`src/rtl/stack_access_ctrl_pkg.sv`:
```
// Shared definitions for the stack access controller: operation codes,
// FSM state encoding and the occupancy-counter width helper.
package stack_access_ctrl_pkg;

    localparam logic OP_PUSH = 1'b0;
    localparam logic OP_POP  = 1'b1;

    localparam logic [2:0] ST_IDLE       = 3'd0;
    localparam logic [2:0] ST_CORE       = 3'd1;
    localparam logic [2:0] ST_BURST_PUSH = 3'd2;
    localparam logic [2:0] ST_BURST_POP  = 3'd3;
    localparam logic [2:0] ST_RESP       = 3'd4;

    typedef enum logic [2:0] {
        IDLE       = ST_IDLE,
        CORE       = ST_CORE,
        BURST_PUSH = ST_BURST_PUSH,
        BURST_POP  = ST_BURST_POP,
        RESP       = ST_RESP
    } state_t;

    // Occupancy must represent 0..depth inclusive.
    function automatic int level_width(input int depth);
        return $clog2(depth) + 1;
    endfunction

endpackage

```
`src/rtl/stack_ctx_buf.sv`:
```
// Interrupt context buffer: holds one CTX_WORDS x WIDTH context, loaded in
// parallel for a save or filled word by word during a restore, plus the
// word counter that walks a burst.
module stack_ctx_buf #(
    parameter int WIDTH     = 8,
    parameter int CTX_WORDS = 2,
    localparam int IW       = (CTX_WORDS > 1) ? $clog2(CTX_WORDS) : 1
) (
    input  logic                       clk,
    input  logic                       rst,
    input  logic                       load,
    input  logic [CTX_WORDS*WIDTH-1:0] load_data,
    input  logic                       wr_en,
    input  logic [IW-1:0]              wr_idx,
    input  logic [WIDTH-1:0]           wr_word,
    input  logic [IW-1:0]              rd_idx,
    output logic [WIDTH-1:0]           rd_word,
    output logic [CTX_WORDS*WIDTH-1:0] ctx,
    input  logic                       cnt_clr,
    input  logic                       cnt_inc,
    output logic [IW-1:0]              cnt,
    output logic                       cnt_last
);

    logic [CTX_WORDS*WIDTH-1:0] ctx_q;
    logic [IW-1:0]              cnt_q;

    // Context storage: a parallel load wins over a single-word write.
    always_ff @(posedge clk or posedge rst) begin
        if (rst) begin
            ctx_q <= '0;
        end else if (load) begin
            ctx_q <= load_data;
        end else if (wr_en) begin
            ctx_q[int'(wr_idx)*WIDTH +: WIDTH] <= wr_word;
        end
    end

    // Burst word counter, 0..CTX_WORDS-1.
    always_ff @(posedge clk or posedge rst) begin
        if (rst) begin
            cnt_q <= '0;
        end else if (cnt_clr) begin
            cnt_q <= '0;
        end else if (cnt_inc && !cnt_last) begin
            cnt_q <= cnt_q + IW'(1);
        end
    end

    assign rd_word  = ctx_q[int'(rd_idx)*WIDTH +: WIDTH];
    assign ctx      = ctx_q;
    assign cnt      = cnt_q;
    assign cnt_last = (cnt_q == IW'(CTX_WORDS - 1));

endmodule

```
`src/rtl/stack_access_ctrl.sv`:
```
// Shares the hardware stack between the core (single-word push/pop) and the
// interrupt unit (atomic multi-word context save/restore). Sole driver of
// the stack strobes; also tracks stack occupancy.
//
//   state      | meaning
//   -----------+-----------------------------------------------------------
//   IDLE       | arbitrate, irq has fixed priority over core
//   CORE       | one-cycle access slot: core push/pop, or the dead cycle of
//              | a rejected irq request (keeps error latency equal to core)
//   BURST_PUSH | push context words 0..CTX_WORDS-1, one per cycle
//   BURST_POP  | pop CTX_WORDS words, first popped into the top slot
//   RESP       | one-cycle ack to the granted requester
module stack_access_ctrl
    import stack_access_ctrl_pkg::*;
#(
    parameter int WIDTH     = 8,
    parameter int DEPTH     = 16,
    parameter int CTX_WORDS = 2,
    localparam int LW       = level_width(DEPTH),
    localparam int IW       = (CTX_WORDS > 1) ? $clog2(CTX_WORDS) : 1
) (
    input  logic                       clk,
    input  logic                       rst,
    input  logic                       core_req,
    input  logic                       core_op,
    input  logic [WIDTH-1:0]           core_wdata,
    output logic                       core_ack,
    output logic [WIDTH-1:0]           core_rdata,
    output logic                       core_err,
    input  logic                       irq_req,
    input  logic                       irq_op,
    input  logic [CTX_WORDS*WIDTH-1:0] irq_wdata,
    output logic                       irq_ack,
    output logic [CTX_WORDS*WIDTH-1:0] irq_rdata,
    output logic                       irq_err,
    output logic                       stk_push,
    output logic                       stk_pop,
    output logic [WIDTH-1:0]           stk_din,
    input  logic [WIDTH-1:0]           stk_dout,
    input  logic                       stk_empty,
    input  logic                       stk_full,
    output logic                       busy,
    output logic [LW-1:0]              level
);

    state_t               state, state_nxt;
    logic                 grant_irq;
    logic                 op_q;
    logic                 err_q;
    logic [WIDTH-1:0]     core_rdata_q;
    logic [LW-1:0]        level_q;

    logic                 irq_reject;
    logic                 buf_load;
    logic                 buf_wr;
    logic                 cnt_clr;
    logic                 cnt_inc;
    logic [IW-1:0]        cnt;
    logic                 cnt_last;
    logic [IW-1:0]        wr_idx;
    logic [WIDTH-1:0]     buf_word;
    logic [CTX_WORDS*WIDTH-1:0] buf_ctx;

    // Space/data checks are done on the tracked level, so a burst can never
    // strobe an empty or full stack.
    assign irq_reject = (irq_op == OP_PUSH) ? ((DEPTH - int'(level_q)) < CTX_WORDS)
                                            : (int'(level_q) < CTX_WORDS);

    // Pops land in reverse slot order so save+restore returns the same vector.
    assign wr_idx = IW'(CTX_WORDS - 1) - cnt;

    stack_ctx_buf #(
        .WIDTH     (WIDTH),
        .CTX_WORDS (CTX_WORDS)
    ) u_ctx_buf (
        .clk       (clk),
        .rst       (rst),
        .load      (buf_load),
        .load_data (irq_wdata),
        .wr_en     (buf_wr),
        .wr_idx    (wr_idx),
        .wr_word   (stk_dout),
        .rd_idx    (cnt),
        .rd_word   (buf_word),
        .ctx       (buf_ctx),
        .cnt_clr   (cnt_clr),
        .cnt_inc   (cnt_inc),
        .cnt       (cnt),
        .cnt_last  (cnt_last)
    );

    // State register.
    always_ff @(posedge clk or posedge rst) begin
        if (rst) begin
            state <= IDLE;
        end else begin
            state <= state_nxt;
        end
    end

    // Next-state decode and stack strobes.
    always_comb begin
        state_nxt = state;
        stk_push  = 1'b0;
        stk_pop   = 1'b0;
        stk_din   = '0;
        buf_load  = 1'b0;
        buf_wr    = 1'b0;
        cnt_clr   = 1'b0;
        cnt_inc   = 1'b0;
        case (state)
            IDLE: begin
                cnt_clr = 1'b1;
                if (irq_req) begin
                    if (irq_reject) begin
                        state_nxt = CORE;
                    end else if (irq_op == OP_PUSH) begin
                        buf_load  = 1'b1;
                        state_nxt = BURST_PUSH;
                    end else begin
                        state_nxt = BURST_POP;
                    end
                end else if (core_req) begin
                    state_nxt = CORE;
                end
            end
            CORE: begin
                if (!grant_irq) begin
                    if (core_op == OP_PUSH && !stk_full) begin
                        stk_push = 1'b1;
                        stk_din  = core_wdata;
                    end else if (core_op == OP_POP && !stk_empty) begin
                        stk_pop = 1'b1;
                    end
                end
                state_nxt = RESP;
            end
            BURST_PUSH: begin
                stk_push = 1'b1;
                stk_din  = buf_word;
                cnt_inc  = 1'b1;
                if (cnt_last) state_nxt = RESP;
            end
            BURST_POP: begin
                stk_pop = 1'b1;
                buf_wr  = 1'b1;
                cnt_inc = 1'b1;
                if (cnt_last) state_nxt = RESP;
            end
            RESP: begin
                state_nxt = IDLE;
            end
            default: begin
                state_nxt = IDLE;
            end
        endcase
    end

    // Grant bookkeeping and the core pop data latch.
    always_ff @(posedge clk or posedge rst) begin
        if (rst) begin
            grant_irq    <= 1'b0;
            op_q         <= OP_PUSH;
            err_q        <= 1'b0;
            core_rdata_q <= '0;
        end else begin
            case (state)
                IDLE: begin
                    core_rdata_q <= '0;
                    if (irq_req) begin
                        grant_irq <= 1'b1;
                        op_q      <= irq_op;
                        err_q     <= irq_reject;
                    end else if (core_req) begin
                        grant_irq <= 1'b0;
                        op_q      <= core_op;
                        err_q     <= 1'b0;
                    end
                end
                CORE: begin
                    if (!grant_irq) begin
                        err_q <= !(stk_push || stk_pop);
                        if (stk_pop) core_rdata_q <= stk_dout;
                    end
                end
                default: begin
                end
            endcase
        end
    end

    // Occupancy: follows the strobes, saturating at both ends.
    always_ff @(posedge clk or posedge rst) begin
        if (rst) begin
            level_q <= '0;
        end else if (stk_push && level_q != LW'(DEPTH)) begin
            level_q <= level_q + LW'(1);
        end else if (stk_pop && level_q != '0) begin
            level_q <= level_q - LW'(1);
        end
    end

    assign level      = level_q;
    assign busy       = (state != IDLE);
    assign core_ack   = (state == RESP) && !grant_irq;
    assign irq_ack    = (state == RESP) && grant_irq;
    assign core_err   = core_ack && err_q;
    assign irq_err    = irq_ack && err_q;
    assign core_rdata = core_ack ? core_rdata_q : '0;
    assign irq_rdata  = (irq_ack && op_q == OP_POP && !err_q) ? buf_ctx : '0;

endmodule

```
`config.mk`:
```
export PLATFORM = sky130hd
export DESIGN_NAME = stack_access_ctrl
export DESIGN_NICKNAME = d
export VERILOG_FILES = /design/src/rtl/stack_access_ctrl_pkg.sv /design/src/rtl/stack_ctx_buf.sv /design/src/rtl/stack_access_ctrl.sv
export SDC_FILE = /design/constraint.sdc
export NUM_CORES = 1
export LEC_CHECK = 0
export CORE_ASPECT_RATIO = 2
export CORE_UTILIZATION = 49
export DETAILED_ROUTE_END_ITERATION = 16
export GPL_TIMING_DRIVEN = 0
export PLACE_DENSITY_LB_ADDON = 0.25
export SYNTH_ARGS = -nofsm -noshare
export SYNTH_HDL_FRONTEND = slang
export SYNTH_SLANG_ARGS = --single-unit
export TNS_END_PERCENT = 1
```
`constraint.sdc`:
```
create_clock -name clk -period 4.5 [get_ports clk]
set_input_delay 0.675 -clock clk [delete_from_list [all_inputs] [get_ports clk]]
set_output_delay 0.675 -clock clk [all_outputs]
set_load 0.05 [all_outputs]
```
==> impl_metrics.json <==
{
  "status": "finished, final reports clean",
  "numCtsBuffers": 5,
  "maxSlewViolCount": 0,
  "dp_cells": 379,
  "critPathLaunchType": "flop",
  "clock_sinks": 36,
  "worst_pin_slew_ps": 866,
  "multi_input_area_um2": 1370,
  "arrival_ps": 3340,
  "min-delay-start": "op_q",
  "syn_area_um2": 2360,
  "finalClockSkew_ps": 3.41,
  "ctsHoldBuffers": 0,
  "syn-num-nets": 286,
  "finalCritPeriodShare": 0.892,
  "ys_warn_count": 0,
  "cts.path.max_buffers": 2,
  "wl_per_cell_um": 16.9,
  "cts_tree": "yes",
  "fill_cells": 362,
  "required_ps": 3830,
  "dpl_cell_area_um2": 3300,
  "io_pins": 84,
  "drt_first_pass_iters": 4,
  "crit_chain": "buf_2 -> inv_2 -> nor4b_1 -> and3b_1 -> clkbuf_2 -> and2_1 -> clkdlybuf4s50_1",
  "grt_pass1_wl_mm": 9.99,
  "hold_path_depth": 2,
  "post-cts-setup-buffers": 0,
  "die_y_um": 100,
  "layout_setup_ws_ps": 484,
  "max_stage_delay_ps": 810,
  "fp-row-count": 35,
  "cts_resized": 0,
  "fmax_mhz": 249,
  "timing.slew.headroom": 0.422,
  "synth-seq-cells": 36,
  "min_to": "op_q",
  "layout-area-overhead-vs-synth_pct": 42.7,
  "stdcell_area_um2": 3370,
  "layout.area.seq_um2": 901,
  "start_util": 0.514,
  "finalNonFillerCells": 386,
  "end_kind": "output port",
  "die_w_um": 51.1,
  "drv_cap": 0,
  "final_cell_mix": "clkdlybuf4s50_1, dfrtp_1, nand2_1",
  "dp_slack_ps": 716,
  "synthCells": 239,
  "r2r_end": "level[4]",
  "vias": 2175,
  "reg2regPathDepth": 11,
  "drive_above_1_share": 0.172,
  "synth-edff-count": 0,
  "rsz0062_at_grt": "no",
  "track_usage": 0.268,
  "dieArea_um2": 5120,
  "clk_pin_slew_worst_paths_ps": 70,
  "crit_fanout": 10,
  "port_buffers": 83,
  "finalNetCount": 378,
  "diodes": 0,
  "grt_pass1_vias": 2005,
  "ys_types": 47,
  "gp_congestion": 0.834,
  "cp_slowest_cell": "clkdlybuf4s50_1",
  "grt_max_degree": 21,
  "ant_nets": 0,
  "rr_startpoint": "level[0]",
  "core_um2": 4600,
  "setup_viol_count_final": 0,
  "ctsRootBufferMaster": "clkbuf_8",
  "async_reset_ff_frac": 1.00,
  "power_density_nw_per_um2": 610,
  "htree_levels": 2,
  "ir_worst_vdd_uv": 616,
  "cp_top_family": "buffers and inverters",
  "grt.overflow.total": 0,
  "via_per_inst": 5.63,
  "synth-seq-area-share": 0.381,
  "antenna_found_initial": 0,
  "p_leak_nw": 1.43,
  "drt-initial-drc-count": 48,
  "tns_ps": 0,
  "hold_violations": 0,
  "crit_type": "reg -> out",
  "insertion_delay_ps": 280,
  "hpwl_mm": 5.11,
  "final_common_cell": "clkdlybuf4s50_1",
  "min_path_type": "reg -> reg",
  "syn_avg_cell_area_um2": 9.89,
  "synthFlopType": "dfrtp_1",
  "period_needed_ps": 4020,
  "drc": 0,
  "routed_wl_mm": 6.53,
  "path_buf_inv": 4,
  "ff2ff_setup_slack_ps": 1210
}
## routing by layer
metal  routed length [um]  GRT usage  vias up
li1                     -          -     1016
met1                 2270      0.263     1074
met2                 3870      0.529       68
met3                  221     0.0394       17
met4                  160      0.100        0
met5                    0          0        -
## stage by stage
step / total power [mW] / hold slack (ps) / utilization
after global routing: 2.17 / 545 / 0.734
after CTS: 2.07 / 513 / 0.734
after global placement: 1.79 / 480 / 0.710
final: 2.06 / 506 / 0.734
after detailed placement: 1.85 / 497 / 0.717
after floorplan: 1.48 / 463 / -
## flip-flops by register name, summed over array words and instances, names as in the netlist
register and flops:
err_q 1, u_ctx_buf.cnt 1, op_q 1, state 3
core_rdata_q 8, level 5, grant_irq 1, u_ctx_buf.ctx 16
## power by group
part	internal (mW)	switching, mW
Sequential	0.463	0.138
Combinational	0.565	0.674
Clock	0.105	0.112
## synth_stat cells, types with 4 or more instances
| cell type | number | area share |
|---|---|---|
| dfrtp_1 | 36 | 0.38 |
| nand2_1 | 31 | 0.049 |
| and2_1 | 26 | 0.069 |
| mux2_2 | 26 | 0.12 |
| o21ai_0 | 19 | 0.040 |
| mux2_4 | 9 | 0.057 |
| mux2i_1 | 9 | 0.038 |
| inv_1 | 8 | 0.013 |
| nor2_1 | 8 | 0.013 |
| ha_1 | 6 | 0.032 |
| a21oi_1 | 5 | 0.011 |
| buf_2 | 4 | 0.0085 |
| nor3_1 | 4 | 0.0085 |
| xnor2_1 | 4 | 0.015 |
## cells by family (layout without fill, tap and decap cells)
| logic type | Yosys count | after routing | synth area share |
|---|---|---|---|
| compound gates | 37 | 37 | 0.0953 |
| flops | 36 | 36 | 0.381 |
| xor+xnor | 6 | 6 | 0.0222 |
| fa+ha+maj | 7 | 7 | 0.0402 |
| mux | 44 | 44 | 0.219 |
| simple gates | 89 | 89 | 0.204 |
| buf+inv | 20 | 112 | 0.0376 |
## how the worst max path moves through the flow
stage	start	end	slack, ps	cells past startpoint
global route	state[2]	irq_rdata[14]	380	7
detailed placement	core_op	stk_din[7]	720	7
global placement	core_op	stk_pop	710	8
floorplan	state[2]	irq_rdata[10]	500	6
finish	state[2]	irq_rdata[5]	480	7
CTS	state[2]	irq_rdata[5]	550	7
## final cells by class
class / instances / share of cell area
plain buffers: 11 / 0.0163
clock buffers: 6 / 0.0215
clock inverters: 1 / 0.00148
inverters: 9 / 0.0100
multi-input cells: 183 / 0.407
flip-flops and latches: 36 / 0.267
well taps: 55 / 0.0204
repair buffers: 85 / 0.256
## worst register-to-register path: stages (launching register included)
cell and delay, ps:
dfrtp_1 460, inv_1 130, ha_1 190, nor3b_1 370
ha_1 240, nor4b_1 50, a31oi_1 540, ha_1 400
a21o_1 190, a21oi_1 240, mux2i_1 260, xnor2_1 140
No activity file was read; power rests on OpenSTA's default activity.
